--- config.mk ---
export PLATFORM = sky130hd
export DESIGN_NAME = lcd_refresh_ctrl
export DESIGN_NICKNAME = d
export VERILOG_FILES = /design/src/rtl/lcd_pkg.sv /design/src/rtl/lcd_bus_cycle.sv /design/src/rtl/lcd_refresh_ctrl.sv
export SDC_FILE = /design/constraint.sdc
export NUM_CORES = 1
export LEC_CHECK = 0
export BUFFER_PORTS_ARGS = -buffer_cell sky130_fd_sc_hd__buf_4
export CAP_MARGIN = 20
export CORE_ASPECT_RATIO = 0.9
export CORE_MARGIN = 2
export CORE_UTILIZATION = 50
export CTS_CLUSTER_DIAMETER = 100
export DETAILED_ROUTE_END_ITERATION = 16
export GPL_TIMING_DRIVEN = 0
export PLACE_DENSITY = 0.79
export REMOVE_ABC_BUFFERS = 1
export SYNTH_ARGS = -nofsm -noshare
export SYNTH_HDL_FRONTEND = slang
export SYNTH_SLANG_ARGS = --single-unit
--- constraint.sdc ---
create_clock -name clk -period 6.4 [get_ports clk]
set_input_delay 1.28 -clock clk [delete_from_list [all_inputs] [get_ports clk]]
set_output_delay 1.28 -clock clk [all_outputs]
set_load 0.05 [all_outputs]
--- src/rtl/lcd_pkg.sv ---
// Shared types and HD44780 command bytes for the character LCD refresh path.
package lcd_pkg;

  localparam logic [7:0] CMD_FUNC_SET = 8'h38;
  localparam logic [7:0] CMD_DISP_ON  = 8'h0C;
  localparam logic [7:0] CMD_ENTRY    = 8'h06;
  localparam logic [7:0] CMD_CLEAR    = 8'h01;
  localparam logic [7:0] CMD_LINE1    = 8'h80;
  localparam logic [7:0] CMD_LINE2    = 8'hC0;

  typedef enum logic [2:0] {
    S_POR_WAIT,
    S_INIT,
    S_L1_ADDR,
    S_L1_CHAR,
    S_L2_ADDR,
    S_L2_CHAR
  } top_state_t;

  typedef enum logic [2:0] {
    P_IDLE,
    P_SETUP,
    P_EN_HI,
    P_EN_LO,
    P_EXEC
  } bus_phase_t;

  function automatic logic [7:0] init_cmd(input logic [1:0] step);
    case (step)
      2'd0:    init_cmd = CMD_FUNC_SET;
      2'd1:    init_cmd = CMD_DISP_ON;
      2'd2:    init_cmd = CMD_ENTRY;
      default: init_cmd = CMD_CLEAR;
    endcase
  endfunction

endpackage

--- src/rtl/lcd_bus_cycle.sv ---
// One LCD write: SETUP, E high for E_HIGH_CYC, EN_LO, then the execution wait.
// done marks the last wait cycle; a start in that cycle chains straight into the next SETUP.
module lcd_bus_cycle
  import lcd_pkg::*;
#(
  parameter int E_HIGH_CYC = 25,
  parameter int EXEC_CYC   = 2_500,
  parameter int CLEAR_CYC  = 100_000
) (
  input  logic       clk,
  input  logic       rst,
  input  logic       start,
  input  logic       rs,
  input  logic [7:0] wr_byte,
  input  logic       long_wait,
  output logic       lcd_e,
  output logic       lcd_rs,
  output logic [7:0] lcd_data,
  output logic       done
);

  bus_phase_t  phase, phase_nxt;
  logic [19:0] cnt;
  logic [19:0] exec_last;
  logic        cnt_clr;
  logic        long_q;
  logic        load;

  assign exec_last = long_q ? 20'(CLEAR_CYC - 1) : 20'(EXEC_CYC - 1);
  assign done      = (phase == P_EXEC) && (cnt == exec_last);
  assign load      = start && ((phase == P_IDLE) || done);

  always_comb begin
    phase_nxt = phase;
    cnt_clr   = 1'b0;
    case (phase)
      P_IDLE:  if (load) phase_nxt = P_SETUP;
      P_SETUP: begin
        phase_nxt = P_EN_HI;
        cnt_clr   = 1'b1;
      end
      P_EN_HI: if (cnt == 20'(E_HIGH_CYC - 1)) phase_nxt = P_EN_LO;
      P_EN_LO: begin
        phase_nxt = P_EXEC;
        cnt_clr   = 1'b1;
      end
      P_EXEC:  if (done) phase_nxt = load ? P_SETUP : P_IDLE;
      default: phase_nxt = P_IDLE;
    endcase
  end

  // Bus byte and RS are captured only on the edge that enters SETUP.
  always_ff @(posedge clk or negedge rst) begin
    if (!rst) begin
      phase    <= P_IDLE;
      cnt      <= 20'd0;
      lcd_e    <= 1'b0;
      lcd_rs   <= 1'b0;
      lcd_data <= 8'h00;
      long_q   <= 1'b0;
    end else begin
      phase <= phase_nxt;
      lcd_e <= (phase_nxt == P_EN_HI);
      if (cnt_clr)              cnt <= 20'd0;
      else if (cnt != 20'hFFFFF) cnt <= cnt + 20'd1;
      if (load) begin
        lcd_rs   <= rs;
        lcd_data <= wr_byte;
        long_q   <= long_wait;
      end
    end
  end

endmodule

--- src/rtl/lcd_refresh_ctrl.sv ---
// 16x2 LCD refresher: power-on wait, init commands, then endless scan of slots 0..31.
// Each data slot costs CHAR_LAT fetch cycles plus one bus write; no backpressure from the source.
module lcd_refresh_ctrl
  import lcd_pkg::*;
#(
  parameter int POR_CYC    = 1_000_000,
  parameter int E_HIGH_CYC = 25,
  parameter int EXEC_CYC   = 2_500,
  parameter int CLEAR_CYC  = 100_000,
  parameter int CHAR_LAT   = 2
) (
  input  logic       clk,
  input  logic       rst,
  input  logic [7:0] char_in,
  output logic [4:0] index,
  output logic       lcd_e,
  output logic       lcd_rs,
  output logic       lcd_rw,
  output logic [7:0] lcd_data,
  output logic       frame_done
);

  top_state_t  state, state_nxt;
  logic [2:0]  step, step_nxt;
  logic        fetching, fetching_nxt;
  logic [19:0] cnt;
  logic        cnt_clr;
  logic [4:0]  index_nxt;
  logic        fd_nxt;
  logic        bus_start;
  logic        bus_rs;
  logic [7:0]  bus_byte;
  logic        bus_long;
  logic        bus_done;

  assign lcd_rw   = 1'b0;
  assign bus_long = !bus_rs && (bus_byte == CMD_CLEAR);

  always_comb begin
    state_nxt    = state;
    step_nxt     = step;
    fetching_nxt = fetching;
    index_nxt    = index;
    fd_nxt       = 1'b0;
    cnt_clr      = 1'b0;
    bus_start    = 1'b0;
    bus_rs       = 1'b0;
    bus_byte     = 8'h00;
    case (state)
      S_POR_WAIT: begin
        if (cnt == 20'(POR_CYC - 1)) begin
          state_nxt = S_INIT;
          cnt_clr   = 1'b1;
        end
      end
      S_INIT: begin
        // Bus is idle on entry, so step 0 issues without waiting for done.
        if (step == 3'd0 || bus_done) begin
          bus_start = 1'b1;
          if (step == 3'd4) begin
            bus_byte  = CMD_LINE1;
            state_nxt = S_L1_ADDR;
          end else begin
            bus_byte = init_cmd(step[1:0]);
            step_nxt = step + 3'd1;
          end
        end
      end
      S_L1_ADDR, S_L2_ADDR: begin
        if (bus_done) begin
          state_nxt    = (state == S_L1_ADDR) ? S_L1_CHAR : S_L2_CHAR;
          fetching_nxt = 1'b1;
          cnt_clr      = 1'b1;
          if (state == S_L2_ADDR) index_nxt = index + 5'd1;
        end
      end
      S_L1_CHAR, S_L2_CHAR: begin
        if (fetching) begin
          if (cnt == 20'(CHAR_LAT - 1)) begin
            bus_start    = 1'b1;
            bus_rs       = 1'b1;
            bus_byte     = char_in;
            fetching_nxt = 1'b0;
          end
        end else if (bus_done) begin
          if (state == S_L1_CHAR && index == 5'd15) begin
            bus_start = 1'b1;
            bus_byte  = CMD_LINE2;
            state_nxt = S_L2_ADDR;
          end else if (state == S_L2_CHAR && index == 5'd31) begin
            bus_start = 1'b1;
            bus_byte  = CMD_LINE1;
            state_nxt = S_L1_ADDR;
            index_nxt = 5'd0;
            fd_nxt    = 1'b1;
          end else begin
            fetching_nxt = 1'b1;
            cnt_clr      = 1'b1;
            index_nxt    = index + 5'd1;
          end
        end
      end
      default: state_nxt = S_POR_WAIT;
    endcase
  end

  always_ff @(posedge clk or negedge rst) begin
    if (!rst) begin
      state      <= S_POR_WAIT;
      step       <= 3'd0;
      fetching   <= 1'b0;
      cnt        <= 20'd0;
      index      <= 5'd0;
      frame_done <= 1'b0;
    end else begin
      state      <= state_nxt;
      step       <= step_nxt;
      fetching   <= fetching_nxt;
      index      <= index_nxt;
      frame_done <= fd_nxt;
      if (cnt_clr)               cnt <= 20'd0;
      else if (cnt != 20'hFFFFF) cnt <= cnt + 20'd1;
    end
  end

  lcd_bus_cycle #(
    .E_HIGH_CYC (E_HIGH_CYC),
    .EXEC_CYC   (EXEC_CYC),
    .CLEAR_CYC  (CLEAR_CYC)
  ) u_bus (
    .clk       (clk),
    .rst       (rst),
    .start     (bus_start),
    .rs        (bus_rs),
    .wr_byte   (bus_byte),
    .long_wait (bus_long),
    .lcd_e     (lcd_e),
    .lcd_rs    (lcd_rs),
    .lcd_data  (lcd_data),
    .done      (bus_done)
  );

endmodule

==> results of run 1 <==
## power groups by stage
stage                     clock network, W  registers (W)   logic (W)
after floorplan                          0       0.000431  0.00000133
after global placement                   0       0.000431   0.0000140
after detailed placement                 0       0.000431   0.0000143
after CTS                         0.000394       0.000423   0.0000143
after global routing              0.000411       0.000423   0.0000158
final                             0.000385       0.000423   0.0000135
## cell type report
| class | count | area, sq um | share of cell area, % |
|---|---|---|---|
| multi-input combinational | 308 | 2016 | 47.02 |
| clock buffer | 10 | 137.6 | 3.211 |
| clock inverter | 5 | 77.57 | 1.810 |
| tap | 96 | 120.1 | 2.802 |
| sequential | 67 | 1677 | 39.11 |
| timing repair buffer | 26 | 195.2 | 4.553 |
| inverter | 17 | 63.81 | 1.489 |
## flip-flops by register name, indices dropped and copies added, names as in the netlist
register	count
u_bus.lcd_e	1
fetching	1
frame_done	1
u_bus.lcd_rs	1
u_bus.long_q	1
index	5
u_bus.phase	3
u_bus.cnt	20
step	3
u_bus.lcd_data	8
state	3
cnt	20
## stage by stage
stage               hold slack, ns  worst slack, ns
global placement            0.4988            3.329
floorplan                   0.5122            3.841
global route                0.5506            3.002
finish                      0.5176            3.257
CTS                         0.5216            3.261
detailed placement          0.5011            3.293
## Yosys cell counts, types with 5 or more instances
cell	number	share of area (%)
mux2i_1	7	1.8
nand3_1	18	2.3
nand4_1	16	2.6
a21oi_1	12	1.6
nand2_1	33	3.2
xor2_1	24	5.5
a31oi_1	5	0.81
nor2_1	58	5.7
and4_1	6	1.4
clkbuf_1	15	1.5
dfrtp_1	67	44
o21ai_0	12	1.6
nor3_1	12	1.6
a22o_1	5	1.1
ha_1	11	3.6
xnor2_1	13	3.0
nor4_1	12	1.9
inv_1	17	1.7
and3_1	6	0.97
## layer usage
layer | share of wire [%] | track usage (%)
met1 | 51 | 30.89
met2 | 43 | 29.92
met5 | 0 | 0
met4 | 1.0 | 5.378
met3 | 4.6 | 5.455
## final timing paths
kind / cells after the start / slack (ns) / startpoint / end
setup / recovery: 6 / 3.26 / cnt[11] / u_bus.lcd_data[0]
hold / removal: 1 / 0.52 / u_bus.lcd_data[1] / u_bus.lcd_data[1]
setup reg to reg: 6 / 3.26 / cnt[11] / u_bus.lcd_data[0]
hold reg to reg: 1 / 0.52 / u_bus.lcd_data[1] / u_bus.lcd_data[1]
max in group asynchronous: 1 / 4.79 / rst / cnt[17]
min in group asynchronous: 1 / 1.05 / rst / index[2]
## worst reg2reg max path: cells and delay by family, from the launching register on
family / cells / cell delay (ns)
simple gates: 4 / 1.74
flops: 1 / 0.42
mux: 1 / 0.39
compound gates: 1 / 0.46
## kinds of logic after synthesis
| logic type | after synthesis |
|---|---|
| compound gates | 57 |
| xor+xnor | 37 |
| fa+ha+maj | 11 |
| simple gates | 189 |
| flops | 67 |
| mux | 13 |
| other cells | 1 |
| buf+inv | 37 |
==> flow_summary.yaml, run 1 <==
outcome:
  status: "finished clean"
global_routing:
  grt_pass1_vias: 2838
  grt_use_total_pct: 20.70
  grt_max_degree: 68
  grt_pass1_wl_mm: 13.48
  grt-ovfl-total: 0
  antenna_found_initial: 0
synthesis:
  synth_area_sq_um: 3852
  synth_cell_types: 62
  synth_compound_area_share_pct: 11.01
  synth_top_family_by_area: "simple AND/OR/NAND/NOR gates"
  ys_ff_latch: 67
  synthFlopType: "dfrtp_1"
  yosys_warnings: 0
  synthCells: 412
  muxShareOfSynthArea_pct: 3.865
  synth_edf_count: 0
  synthArstFlopShare_pct: 100.0
  seq_area_frac_synth_pct: 43.52
  synthAdderAreaFrac_pct: 3.573
  avgSynthCellArea_sq_um: 9.351
  synth_xor_area_share_pct: 8.412
  synth_simple_gate_area_share_pct: 25.37
power:
  clockPowerShare_pct: 46.8
  power.switching_w: 0.0001685
  total_power_w: 0.0008215
  pwr-share-seq_pct: 51.5
  switching_share_pct: 20.51
  ir_drop_v: 0.0001419
  p_int_w: 0.0006531
  power.density_nw_per_um2: 191.7
  leakage_nw: 1.860
  combPwrFrac_pct: 1.6
flow_run:
  cap_violations: 0
worst_setup_path:
  worstSetupStartpointType: "flop"
  crit_type: "flop to flop"
  crit_slowest_cell: "nor4_2"
  critPathMaxFanout: 12
  critical-path-max-stage-delay_ns: 0.91
  crit_buf_inv: 0
  crit_family: "simple AND/OR/NAND/NOR gates"
  endpoint_kind: "flop"
  crit_required_ns: 6.62
  cp_data_arrival_time_ns: 3.36
  path_cells: "nor4_1, nand2_1, nor4_2, nor2_1, a21oi_4, mux2_2"
placement:
  port_buffers: 25
  placed_area_sq_um: 4071
  dp_hpwl_mm: 5.464
  dp.cells: 514
  gp_congestion: 0.8483
clocking:
  htreeDepth: 3
  clock_tree.buffer_depth: 2
  cts_resized: 0
  cts_tree: "built"
  clock_sinks: 67
  cts_made_buffers: 9
  path_clk_slew_ns: 0.07
  cts_setup_buffers: 0
  clock_latency_ns: 0.34
  cts.root.buffer_cell: "clkbuf_8"
  hold_buffers: 0
finish:
  fin_util_pct: 57.10
  finalInstanceArea_sq_um: 4287
  drive_above_1_share_pct: 13.39
  fill_cells: 665
  fin_nets: 450
  final_common_cell: "dfrtp_1"
  layout_common_cells: "dfrtp_1, nor2_1, nand2_1, buf_4, xor2_1"
  final_cell_count_no_fill: 529
  area_growth_pct: 11.27
  diodes: 0
hold_path:
  hold_path_class: "flop to flop"
timing:
  slew_headroom_pct: 27.53
  fin_crit_sh_pct: 49.11
  tightest_slew_ns: 1.078
  rsz0062_at_grt: "no"
  final_max_slew_viol_count: 0
  clock.fmax_mhz: 318.2
  final_hold_viol_count: 0
  skew_ns: 0.008085
  finalSetupViolCount: 0
  setup_tns_ns: 0
  fin_crit_ns: 3.143
drt:
  drt_iter0_drc: 254
  finalWirelength_mm: 7.796
  wl_per_cell_microns: 14.74
  ant_nets: 0
  remaining_drc_errors: 0
  vias_per_cell: 5.732
  vias: 3032
  dr.pass1.iters: 4
floorplan:
  die_width_microns: 96.53
  core_area_sq_um: 7507
  num_rows: 30
  die_y_microns: 87.28
  dieArea_sq_um: 8424
  top_level_ports: 27
  start_util_pct: 51.32
Note: power is estimated with default switching activity, not from simulation.
==> inputs of run 2 (changes only) <==
- clock period: 6.4 -> 3.18 ns (I/O delays scaled with it)
==> flow_summary.yaml, run 2 (same netlist as run 1, synthesis figures left out) <==
timing:
  fin_crit_ns: 2.846
  tightest_slew_ns: 0.9162
  fin_crit_sh_pct: 89.50
  slew_headroom_pct: 38.80
  setup_tns_ns: 0
  rsz0062_at_grt: "no"
  finalSetupViolCount: 0
  skew_ns: 0.008156
  clock.fmax_mhz: 351.3
  postLayoutSetupSlackWorst_ns: 0.3338
  final_hold_viol_count: 0
  final_max_slew_viol_count: 0
drt:
  vias: 3046
  remaining_drc_errors: 0
  drt_iter0_drc: 237
  finalWirelength_mm: 7.875
  dr.pass1.iters: 4
  vias_per_cell: 5.758
  wl_per_cell_microns: 14.89
  ant_nets: 0
floorplan:
  die_y_microns: 87.28
  top_level_ports: 27
  start_util_pct: 51.32
  dieArea_sq_um: 8424
  num_rows: 30
  die_width_microns: 96.53
  core_area_sq_um: 7507
finish:
  reg_top3: "cnt (20), u_bus.cnt (20), u_bus.lcd_data (8)"
  drive_above_1_share_pct: 13.39
  final_common_cell: "dfrtp_1"
  fin_nets: 450
  final_cell_count_no_fill: 529
  diodes: 0
  layout_common_cells: "dfrtp_1, nor2_1, nand2_1, buf_4, xor2_1"
  area_growth_pct: 11.50
worst_setup_path:
  r2r_slack_ns: 0.33
  critPathMaxFanout: 12
  worstSetupStartpointType: "flop"
  endpoint_kind: "flop"
  cp_data_arrival_time_ns: 3.07
  rr_startpoint: "cnt[11]"
  crit_required_ns: 3.40
  crit_type: "flop to flop"
  rr_endpoint: "u_bus.lcd_data[0]"
  ff2ff_path_depth: 6
clocking:
  htreeDepth: 3
  hold_buffers: 0
  cts_made_buffers: 9
  path_clk_slew_ns: 0.07
  clock_latency_ns: 0.34
  clock_tree.buffer_depth: 2
  cts.root.buffer_cell: "clkbuf_8"
  cts_tree: "built"
  clock_sinks: 67
power:
  ir_drop_v: 0.0002854
  power.density_nw_per_um2: 384.8
  leakage_nw: 1.860
placement:
  dpl_worst_slack_ns: 0.07323
  dp.cells: 514
  dp_hpwl_mm: 5.464
  port_buffers: 25
  gp_congestion: 0.8483
global_routing:
  antenna_found_initial: 0
  globalRouteMet3Util_pct: 5.455
  grt_max_degree: 68
  grt_pass1_vias: 2838
  grt_use_met2_pct: 29.92
  grt-ovfl-total: 0
  busiest_layer: "met1"
  grt_use_total_pct: 20.70
  use_met1_pct: 30.89
  grt_pass1_wl_mm: 13.48
flow_run:
  cap_violations: 0
hold_path:
  hold_path_class: "primary input to async pin"
outcome:
  status: "finished clean"
run 2: repair_timing:
action                     4_1_cts  5_1_grt
buffers inserted                 0        0
setup endpoints to repair        0        9
resized for setup                0        1
run 2: power breakdown:
| group | leakage, nW | switching, W | internal [W] |
|---|---|---|---|
| Combinational | 0.866 | 0.0000203 | 0.00000696 |
| Clock | 0.108 | 0.000318 | 0.000456 |
| Sequential | 0.887 | 0 | 0.000852 |
run 2: through the flow:
step / hold WS, ns / utilization, % / power [W] / cell area, sq um
6_report: 0.4080 / 57.22 / 0.001653 / 4295
3_5_place_dp: 0.5011 / 54.23 / 0.0008969 / 4071
2_1_floorplan: 0.3404 / - / 0.0008710 / 3756
5_1_grt: 0.4721 / 57.22 / 0.001709 / 4295
4_1_cts: 0.4330 / 57.10 / 0.001674 / 4287
3_3_place_gp: 0.4988 / 54.13 / 0.0008963 / 4064
run 2: worst max path at each step:
stage	start	to	slack [ns]	cells past startpoint
floorplan	u_bus.cnt[6]	u_bus.lcd_data[0]	0.62	6
global placement	cnt[11]	u_bus.lcd_data[1]	0.11	6
detailed placement	cnt[11]	u_bus.lcd_data[0]	0.07	6
CTS	cnt[11]	u_bus.lcd_data[0]	0.04	6
global route	cnt[11]	u_bus.lcd_data[0]	0.12	6
finish	cnt[11]	u_bus.lcd_data[0]	0.33	6
run 2: layout make-up:
| cell class | instances | area, sq um |
|---|---|---|
| fill | 664 | 3212 |
| multi-input combinational | 308 | 2024 |
| sequential | 67 | 1677 |
| timing repair buffer | 26 | 195.2 |
| clock buffer | 10 | 137.6 |
| tap | 96 | 120.1 |
| clock inverter | 5 | 77.57 |
| inverter | 17 | 63.81 |
run 2: worst max-delay path, stage by stage (launching register included):
cell and delay (ns):
dfrtp_1 0.42, nor4_1 0.46, nand2_1 0.22, nor4_4 0.63, nor2_1 0.16, a21oi_4 0.44, mux2_2 0.39
run 2: metal layers:
| layer | share of wire (%) | vias up |
|---|---|---|
| met5 | 0 | - |
| met4 | 1.0 | 0 |
| met3 | 4.8 | 9 |
| met2 | 44 | 69 |
| met1 | 51 | 1468 |
| li1 | - | 1500 |
